File: src/rtl/bp_resolve_queue.sv
// bp_resolve_queue
// -----------------------------------------------------------------------------
// Consumer end of the branch-prediction interface. IF pushes one prediction
// record per fetched instruction (PC, opcode, predicted direction, perceptron
// sum, predicted target). When the instruction reaches EX/MEM it resolves and
// pops the head record. The head is compared against the actual outcome, and
// the block produces a registered redirect (flush + refetch PC) and a
// registered training request for the perceptron predictor.
//
// Ports
//   clk, rst              clock, synchronous active-high reset
//   push, push_*          enqueue one prediction record
//   full, empty           queue occupancy (combinational from count)
//   res_valid, res_*      resolving instruction; pops the head when non-empty
//   redirect, redirect_pc one-cycle flush pulse and refetch PC (PC holds)
//   train_en, train_*     one-cycle train pulse, PC and outcome (values hold)
//   tag_err, ovf, unf     sticky error flags, cleared only by rst
//
// Optional feature (macro BP_RESOLVE_STATS_EN)
//   stat_branches         saturating count of op_br resolves
//   stat_mispredicts      saturating count of op_br/op_jal redirects
//
// Handshake: push is a fire-and-forget valid; there is no ready. A push is
// accepted when the queue has room (or a pop frees a slot in the same cycle)
// and the cycle is on the correct path. A rejected push because of a full
// queue sets ovf. res_valid pops only when the queue is non-empty; otherwise
// it sets unf and has no other effect.
// -----------------------------------------------------------------------------
module bp_resolve_queue #(
  parameter int w_bits = 8,
  parameter int depth  = 4,
  parameter int theta  = 37
) (
  input  logic              clk,
  input  logic              rst,
  input  logic              push,
  input  logic [31:0]       push_pc,
  input  logic [6:0]        push_opcode,
  input  logic              push_br_en,
  input  logic [w_bits-1:0] push_y_out,
  input  logic [31:0]       push_target,
  output logic              full,
  output logic              empty,
  input  logic              res_valid,
  input  logic [31:0]       res_pc,
  input  logic              res_br_en,
  input  logic [31:0]       res_alu_out,
  output logic              redirect,
  output logic [31:0]       redirect_pc,
  output logic              train_en,
  output logic [31:0]       train_pc,
  output logic              train_taken,
  output logic              tag_err,
  output logic              ovf,
  output logic              unf
`ifdef BP_RESOLVE_STATS_EN
  ,
  output logic [31:0]       stat_branches,
  output logic [31:0]       stat_mispredicts
`endif
);

  localparam int aw = $clog2(depth);
  localparam int cw = aw + 1;
  localparam logic [cw-1:0]     depth_c = cw'(depth);
  localparam logic [w_bits-1:0] theta_w = w_bits'(theta);
  localparam logic [6:0] op_br  = 7'b1100011;
  localparam logic [6:0] op_jal = 7'b1101111;

  typedef struct packed {
    logic [31:0]       pc;
    logic [6:0]        opcode;
    logic              br_en;
    logic [w_bits-1:0] y_out;
    logic [31:0]       target;
  } entry_t;

  // Storage is not reset: an entry is only ever read while count covers it.
  entry_t          ent_q [depth];
  entry_t          ent_d [depth];
  logic [aw-1:0]   wptr_q, wptr_d, rptr_q, rptr_d;
  logic [cw-1:0]   count_q, count_d;
  logic            redirect_q, redirect_d;
  logic [31:0]     redirect_pc_q, redirect_pc_d;
  logic            train_en_q, train_en_d;
  logic [31:0]     train_pc_q, train_pc_d;
  logic            train_taken_q, train_taken_d;
  logic            tag_err_q, tag_err_d;
  logic            ovf_q, ovf_d;
  logic            unf_q, unf_d;
`ifdef BP_RESOLVE_STATS_EN
  logic [31:0]     stat_br_q, stat_br_d, stat_mp_q, stat_mp_d;
`endif

  entry_t          head;
  logic            pop, push_ok, mispredict, do_train, y_small, flush;
  logic [w_bits-1:0] abs_y;
  logic [31:0]     target_calc;

  assign full  = (count_q == depth_c);
  assign empty = (count_q == '0);

  always_comb begin
    ent_d         = ent_q;
    wptr_d        = wptr_q;
    rptr_d        = rptr_q;
    count_d       = count_q;
    redirect_pc_d = redirect_pc_q;
    train_pc_d    = train_pc_q;
    train_taken_d = train_taken_q;
    tag_err_d     = tag_err_q;
    ovf_d         = ovf_q;
    unf_d         = unf_q;
    mispredict    = 1'b0;
    do_train      = 1'b0;
    target_calc   = 32'd0;

    head = ent_q[rptr_q];
    pop  = res_valid && !empty;

    // Two's-complement magnitude; the most-negative value stays negative
    // and is therefore treated as large (never "small").
    abs_y   = head.y_out[w_bits-1] ? (~head.y_out + w_bits'(1)) : head.y_out;
    y_small = !abs_y[w_bits-1] && (abs_y <= theta_w);

    if (head.opcode == op_br) begin
      mispredict  = (head.br_en != res_br_en) ||
                    (res_br_en && (head.target != res_alu_out));
      target_calc = res_br_en ? res_alu_out : (head.pc + 32'd4);
      do_train    = mispredict || y_small;
    end else if (head.opcode == op_jal) begin
      mispredict  = (head.target != res_alu_out);
      target_calc = res_alu_out;
    end

    flush      = pop && mispredict;
    redirect_d = flush;
    train_en_d = pop && do_train;
    if (flush)      redirect_pc_d = target_calc;
    if (train_en_d) begin
      train_pc_d    = head.pc;
      train_taken_d = res_br_en;
    end

    // The cycle after a redirect still fetches wrong-path instructions.
    push_ok = push && !redirect_q && (!full || pop);

    if (flush) begin
      // Everything younger than the mispredicted head is wrong-path.
      wptr_d  = '0;
      rptr_d  = '0;
      count_d = '0;
    end else begin
      if (push_ok) begin
        ent_d[wptr_q] = '{pc: push_pc, opcode: push_opcode, br_en: push_br_en,
                          y_out: push_y_out, target: push_target};
        wptr_d = wptr_q + aw'(1);
      end
      if (pop) rptr_d = rptr_q + aw'(1);
      count_d = count_q + cw'(push_ok) - cw'(pop);
    end

    if (pop && (res_pc != head.pc))            tag_err_d = 1'b1;
    if (push && full && !pop && !redirect_q)   ovf_d     = 1'b1;
    if (res_valid && empty)                    unf_d     = 1'b1;

`ifdef BP_RESOLVE_STATS_EN
    stat_br_d = stat_br_q;
    stat_mp_d = stat_mp_q;
    if (pop && (head.opcode == op_br) && (stat_br_q != 32'hFFFF_FFFF))
      stat_br_d = stat_br_q + 32'd1;
    if (flush && (stat_mp_q != 32'hFFFF_FFFF))
      stat_mp_d = stat_mp_q + 32'd1;
`endif
  end

  always_ff @(posedge clk) begin
    ent_q <= ent_d;
    if (rst) begin
      wptr_q        <= '0;
      rptr_q        <= '0;
      count_q       <= '0;
      redirect_q    <= 1'b0;
      redirect_pc_q <= 32'd0;
      train_en_q    <= 1'b0;
      train_pc_q    <= 32'd0;
      train_taken_q <= 1'b0;
      tag_err_q     <= 1'b0;
      ovf_q         <= 1'b0;
      unf_q         <= 1'b0;
`ifdef BP_RESOLVE_STATS_EN
      stat_br_q     <= 32'd0;
      stat_mp_q     <= 32'd0;
`endif
    end else begin
      wptr_q        <= wptr_d;
      rptr_q        <= rptr_d;
      count_q       <= count_d;
      redirect_q    <= redirect_d;
      redirect_pc_q <= redirect_pc_d;
      train_en_q    <= train_en_d;
      train_pc_q    <= train_pc_d;
      train_taken_q <= train_taken_d;
      tag_err_q     <= tag_err_d;
      ovf_q         <= ovf_d;
      unf_q         <= unf_d;
`ifdef BP_RESOLVE_STATS_EN
      stat_br_q     <= stat_br_d;
      stat_mp_q     <= stat_mp_d;
`endif
    end
  end

  assign redirect    = redirect_q;
  assign redirect_pc = redirect_pc_q;
  assign train_en    = train_en_q;
  assign train_pc    = train_pc_q;
  assign train_taken = train_taken_q;
  assign tag_err     = tag_err_q;
  assign ovf         = ovf_q;
  assign unf         = unf_q;
`ifdef BP_RESOLVE_STATS_EN
  assign stat_branches    = stat_br_q;
  assign stat_mispredicts = stat_mp_q;
`endif

endmodule

File: config.mk
export PLATFORM = sky130hd
export DESIGN_NAME = bp_resolve_queue
export DESIGN_NICKNAME = d
export VERILOG_FILES = /design/src/rtl/bp_resolve_queue.sv
export SDC_FILE = /design/constraint.sdc
export NUM_CORES = 1
export LEC_CHECK = 0
export ABC_AREA = 1
export CAP_MARGIN = 30
export CORE_MARGIN = 1
export CORE_UTILIZATION = 30
export CTS_BUF_LIST = sky130_fd_sc_hd__clkbuf_2
export CTS_CLUSTER_SIZE = 28
export DETAILED_ROUTE_END_ITERATION = 16
export DONT_BUFFER_PORTS = 1
export MAX_ROUTING_LAYER = met4
export PLACE_DENSITY_LB_ADDON = 0.25
export SYNTH_ARGS = -nofsm -noshare
export SYNTH_HDL_FRONTEND = slang
export SYNTH_SLANG_ARGS = --single-unit
File: constraint.sdc
create_clock -name clk -period 13.8 [get_ports clk]
set_clock_uncertainty 0.15 [all_clocks]
set_input_delay 2.07 -clock clk [delete_from_list [all_inputs] [get_ports clk]]
set_output_delay 2.07 -clock clk [all_outputs]
set_load 0.02 [all_outputs]
==> flow_metrics.tcl, run 1 <==
set metrics [dict create \
    wl_mm 57.35 \
    vdd_drop_max_v 0.00006745 \
    finalMaxSlewViolations 0 \
    drt-initial-drc-count 970 \
    netlist.area_leader.share 0.5397 \
    drive_gt1_frac 0.1000 \
    cp_slowest_cell "buf_4" \
    leakagePower_nw 7.902 \
    finalHoldViolations 0 \
    synthCells 1885 \
    crit_type "flip-flop to flip-flop" \
    ys_async_sr_fraction 0 \
    drtAntennaViolNets 0 \
    cts_htree_levels 3 \
    max_freq_mhz 155.0 \
    cp_top_family "simple AND/OR/NAND/NOR gates" \
    finalSetupTns_ns 0 \
    ys_ff_latch 397 \
    grt_use_total 0.1947 \
    post_drt_wl_per_cell_microns 20.64 \
    drtPass1Iterations 5 \
    portBuffers 0 \
    worstPathRequired_ns 14.34 \
    yosysTopAreaCell "edfxtp_1" \
    die_w_microns 245.6 \
    synth_edf_count 320 \
    rows 88 \
    critPathLaunchType "flip-flop" \
    dieHeight_microns 245.6 \
    grt_max_degree 90 \
    p_per_area_mw_per_mm2 162.3 \
    clockBufferDepth 3 \
    cp.buffers_inverters 4 \
    syn_area_sq_mm 0.01780 \
    crit_arrival_ns 7.00 \
    root_buffer "clkbuf_2" \
    grt_pass1_wl_mm 82.61 \
    core_sq_mm 0.05814 \
    seq_area_frac_synth 0.6263 \
    avgSynthCellArea_sq_um 9.445 \
    clk_latency_ns 1.14 \
    cts-resized-gates 0 \
    synth.most_common_cell "nand2_1" \
    hold_path_class "flip-flop to flip-flop" \
    ios 221 \
    die-area_sq_mm 0.06032 \
    ys.flop_type "edfxtp_1" \
    initial_core_util 0.3062 \
    synth_nets 2042 \
    worst_setup_path_end_kind "flip-flop" \
    grt_pass1_vias 12770 \
    route.detailed.drc 0 \
    gp_congestion 0.8640 \
    crit_chain "inv_2 -> buf_4 -> nand3_1 -> nand2_1 -> nand2_1 -> nand2_1 -> nand3_1 -> nor2_1 -> nand2_1 -> nor2_1 -> nand2_1 -> nand2_1 -> nand3_1 -> nand2_1 -> buf_4 -> nand3_1 -> nor2_4 -> buf_4" \
    status "finished clean" \
    cp_common_cell "nand2_1" \
    syn2layout_area_growth_pct 9.228 \
    hold_buffers 0 \
    worst_slew_pin_slew_ns 0.9660 \
    period_needed_ns 6.453 \
    synthDistinctLibCells 43 \
    worstSetupPathDepth 18 \
    num_vias 13200 \
    final_nets 2082 \
    synth_common_cells "668 x nand2_1, 320 x edfxtp_1, 263 x nand3_1, 159 x nor2_1, 139 x inv_1" \
    rr_worst_depth 18 \
    crit_path_max_fanout 57 \
    rsz0062_at_grt "no" \
    cts_setup_buffers 0 \
    numCtsBuffers 102 \
    whs_path_depth 2 \
    place_hpwl_mm 39.11 \
    ys_top_cells_by_area "edfxtp_1 54%, nand2_1 14%, dfxtp_1 8.7%" \
    final_util 0.3345 \
    cts_tree "built" \
    clk_pin_slew_ns 0.10 \
    viasPerCell 4.752 \
    grt_antenna_before_repair 2 \
    num-fill-cells 6048 \
    finalCritPeriodShare 0.4676 \
    slowest_delay_ns 0.81 \
    maxCapViolCount 0 \
    setup_viol 0 \
    cts.sinks 397 \
    slew_headroom 0.3560 \
    grt-ovfl-total 0 \
    synth-warning-count 0 \
]
[layout make-up]
| cell class | instances | area, sq um | share of cell area |
|---|---|---|---|
| clock buffers | 148 | 740.7 | 0.03809 |
| flip-flops and latches | 397 | 11160 | 0.5737 |
| clock inverters | 41 | 230.2 | 0.01184 |
| multi-input cells | 1263 | 5692 | 0.2927 |
| diodes | 3 | 7.507 | 0.0003860 |
| repair buffers | 15 | 112.6 | 0.005791 |
| well taps | 765 | 957.2 | 0.04922 |
| inverters | 146 | 550.5 | 0.02831 |
[cell families (layout without fill, tap and decap cells)]
family                   after synthesis  count (layout)  share of synthesized area
adder cells (fa/ha/maj)                8               8                   0.006044
other                                  0               3                          0
flip-flops                           397             397                     0.6263
buffers and inverters                225             350                    0.05580
XOR/XNOR                              42              42                    0.02066
AO/OA/AOI/OAI                         86              86                    0.02867
AND/OR/NAND/NOR                     1127            1127                     0.2625
[layout by cell type, fill, tap and decap left out, types with 2 or more instances in the layout]
master / count
a22oi_1: 2
edfxtp_1: 320
inv_1: 138
clkinv_1: 32
xnor2_1: 17
buf_4: 15
nor3_1: 6
inv_2: 6
o21ai_1: 8
diode_2: 3
a21oi_1: 16
o22ai_1: 4
xor2_1: 25
nor3_2: 2
nor3b_2: 2
nand4_1: 14
o21ai_0: 30
bufinv_16: 2
nand3_1: 263
nor4_1: 2
clkinv_2: 4
nor2_1: 155
or2_2: 2
clkbuf_2: 148
o211ai_1: 17
nand2_2: 3
ha_1: 7
nor2_2: 3
a31oi_1: 2
dfxtp_1: 75
nand2_1: 667
nor2_4: 5
inv_6: 2
[metrics by stage]
| stage | cells | power [mW] | worst slack (ns) | hold WS [ns] | area, sq um |
|---|---|---|---|---|---|
| finish | 2778 | 3.155 | 7.347 | 0.4058 | 19450 |
| global route | 2777 | 3.363 | 6.897 | 0.4578 | 19440 |
| global placement | 2586 | 2.346 | 7.400 | 0.3825 | 18470 |
| detailed placement | 2586 | 2.353 | 7.354 | 0.3932 | 18470 |
| floorplan | 1885 | 2.092 | 6.747 | 0.3703 | 17800 |
| CTS | 2775 | 3.197 | 7.269 | 0.4080 | 19440 |
[sequential cells by signal, summed over array words and instances (netlist names)]
register     flops
ent_q          320
unf              1
redirect         1
ovf              1
tag_err          1
rptr_q           2
count_q          3
train_pc        32
redirect_pc     32
train_en         1
train_taken      1
wptr_q           2
[metal layers]
metal / GRT usage / vias up / part of all wire
met4: 0.09481 / 0 / 0.042
met3: 0.08043 / 121 / 0.11
met2: 0.2886 / 497 / 0.44
met1: 0.2268 / 6170 / 0.41
met5: - / - / 0
li1: - / 6412 / -
[worst min-delay path, cell delays in order, from the launching register on]
cell and delay (ns):
dfxtp_1 0.38, inv_1 0.08, a21oi_1 0.06
[power breakdown]
| group | switching, mW | leakage, nW | internal [mW] |
|---|---|---|---|
| registers | 0.0591 | 3.56 | 1.40 |
| logic | 0.635 | 3.62 | 0.226 |
| clock network | 0.502 | 0.721 | 0.331 |
| total | 1.20 | 7.90 | 1.96 |
[path summary, 6_finish.rpt]
path / from / end / slack [ns]
min: tag_err / tag_err / 0.41
min reg2reg: tag_err / tag_err / 0.41
max reg2reg: rptr_q[1] / ent_q[94] / 7.35
max: rptr_q[1] / ent_q[94] / 7.35
(Power assumes the default switching activity.)
==> run 2, diff against run 1 <==
clock period = 6.32 ns   (was 13.8 ns; I/O delays follow)
==> run 2 against run 1 <==
Fmax up 42%. Via count up 4.9%. Non-clock buffer count up 118. Total power up 120%. Critical path type unchanged. Highest routed layer unchanged. Routed wire length up 1.9%.
==> flow_metrics.tcl, run 2 (synthesized netlist as in run 1, its figures left out) <==
set metrics [dict create \
    status "finished clean" \
    period_needed_ns 4.555 \
    pwr-share-seq 0.445 \
    finalMaxSlewViolations 0 \
    grt_max_degree 92 \
    worst_setup_path_end_kind "flip-flop" \
    ios 221 \
    cts_htree_levels 3 \
    pwr-share-comb 0.293 \
    p_int_mw 4.376 \
    die_w_microns 245.6 \
    drive_gt1_frac 0.09643 \
    mostFrequentLayoutCells "667 x nand2_1, 320 x edfxtp_1, 263 x nand3_1" \
    rows 88 \
    finalCritPeriodShare 0.7207 \
    portBuffers 0 \
    slew_headroom 0.4234 \
    gp_congestion 0.9071 \
    clockBufferDepth 3 \
    initial_core_util 0.3062 \
    drtPass1Iterations 5 \
    critPathLaunchType "flip-flop" \
    crit_type "flip-flop to flip-flop" \
    crit_chain "inv_4 -> buf_16 -> buf_4 -> nand2_1 -> nand3_1 -> nand2_1 -> nand2_1 -> nand4_1 -> nor2_1 -> nand2_1 -> nor2_1 -> nand2_1 -> nand2_1 -> nand3_1 -> nand2_1 -> nand3_1 -> nor2_4 -> buf_12" \
    grt-ovfl-total 0 \
    p_per_area_mw_per_mm2 340.2 \
    drt-initial-drc-count 960 \
    grt_antenna_before_repair 12 \
    cp_slowest_cell "nor2_4" \
    hold_path_class "input pin to flip-flop" \
    finalHoldViolations 0 \
    num_vias 13850 \
    worstPathRequired_ns 6.93 \
    cts.sinks 397 \
    cp_common_cell "nand2_1" \
    leakagePower_nw 8.429 \
    wl_mm 58.46 \
    clk_pin_slew_ns 0.11 \
    grt_pass1_vias 12980 \
    crit_arrival_ns 5.16 \
    die-area_sq_mm 0.06032 \
    numCtsBuffers 104 \
    post_drt_wl_per_cell_microns 20.10 \
    syn2layout_area_growth_pct 16.51 \
    cts-resized-gates 0 \
    cts_tree "built" \
    multiInputGateArea_sq_mm 0.005692 \
    drtAntennaViolNets 0 \
    largest_reg_flops 320 \
    grt_use_total 0.1980 \
    rsz0062_at_grt "no" \
    clk_latency_ns 1.15 \
    final_nets 2202 \
    vdd_drop_max_v 0.0001574 \
    crit_path_max_fanout 86 \
    regMostFlops "ent_q" \
    num-fill-cells 5982 \
    grt_pass1_wl_mm 84.89 \
    root_buffer "clkbuf_2" \
    route.detailed.drc 0 \
    p_sw_mw 2.682 \
    max_freq_mhz 219.6 \
    final_common_cell "nand2_1" \
    viasPerCell 4.761 \
    dieHeight_microns 245.6 \
    slowest_delay_ns 0.60 \
    seq_area_sq_mm 0.01116 \
    setup_viol 0 \
    core_sq_mm 0.05814 \
    p_sw_frac 0.3800 \
    maxCapViolCount 0 \
    worst_slew_pin_slew_ns 0.8617 \
    final_area_sq_mm 0.02074 \
    place_hpwl_mm 39.65 \
    finalSetupTns_ns 0 \
    p_clk_frac 0.263 \
    placed_area_sq_mm 0.01856 \
]
[run 2: cell types whose count changed in the layout (fill, tap and decap cells not counted), moves of 2 or more]
cell and delta:
dlygate4sd3_1 +112, diode_2 +15, buf_12 +3, clkbuf_2 -4
buf_16 +2
[run 2: per-layer routing]
metal  track usage  vias up  part of all wire
met4       0.09189        0             0.038
met3       0.05468      112             0.091
li1              -     6672                 -
met5             -        -                 0
met1        0.2523     6499              0.43
met2        0.2906      567              0.44
[run 2: through the flow]
step	setup WS, ns	power [mW]	hold slack [ns]	std cells	utilization
after floorplan	0.3892	4.568	0.3703	1885	-
after global placement	1.566	5.136	0.3814	2590	0.3188
after detailed placement	1.588	5.159	0.3819	2591	0.3193
after CTS	1.504	7.131	0.01321	2890	0.3555
after global routing	1.349	7.499	0.1173	2903	0.3565
final	1.765	7.057	0.1956	2909	0.3568
[run 2: layout make-up]
| type | instances | share of cell area |
|---|---|---|
| Multi-Input combinational cell | 1263 | 0.2744 |
| Clock inverter | 43 | 0.01279 |
| Tap cell | 765 | 0.04615 |
| Antenna cell | 18 | 0.002172 |
| Inverter | 146 | 0.02654 |
| Clock buffer | 144 | 0.03474 |
| Timing Repair Buffer | 133 | 0.06539 |
| Sequential cell | 397 | 0.5378 |
[run 2: worst paths after layout]
| path | startpoint | end | slack, ns | cells past startpoint |
|---|---|---|---|---|
| hold reg to reg | tag_err | tag_err | 0.40 | 2 |
| hold / removal | res_br_en | redirect_pc[10] | 0.20 | 4 |
| setup reg to reg | rptr_q[0] | ent_q[85] | 1.77 | 18 |
| setup / recovery | rptr_q[0] | ent_q[85] | 1.77 | 18 |
[run 2: power by group through the flow]
stage / Combinational (mW) / Clock [mW] / Sequential, mW
after floorplan: 1.37 / 0 / 3.19
after global placement: 1.94 / 0 / 3.20
after detailed placement: 1.96 / 0 / 3.20
after CTS: 2.06 / 1.93 / 3.14
after global routing: 2.28 / 2.06 / 3.16
final: 2.07 / 1.85 / 3.14
[run 2: repair_timing]
item / in CTS / in global routing
endpoints found under the hold margin: 356 / 0
buffers inserted: 0 / 0
hold buffers: 112 / 0
[run 2: worst max-delay path, delay by kind of cell (launching register included)]
kind | cells | cell delay, ns
simple gates | 14 | 1.98
buf+inv | 4 | 1.52
flops | 1 | 0.45
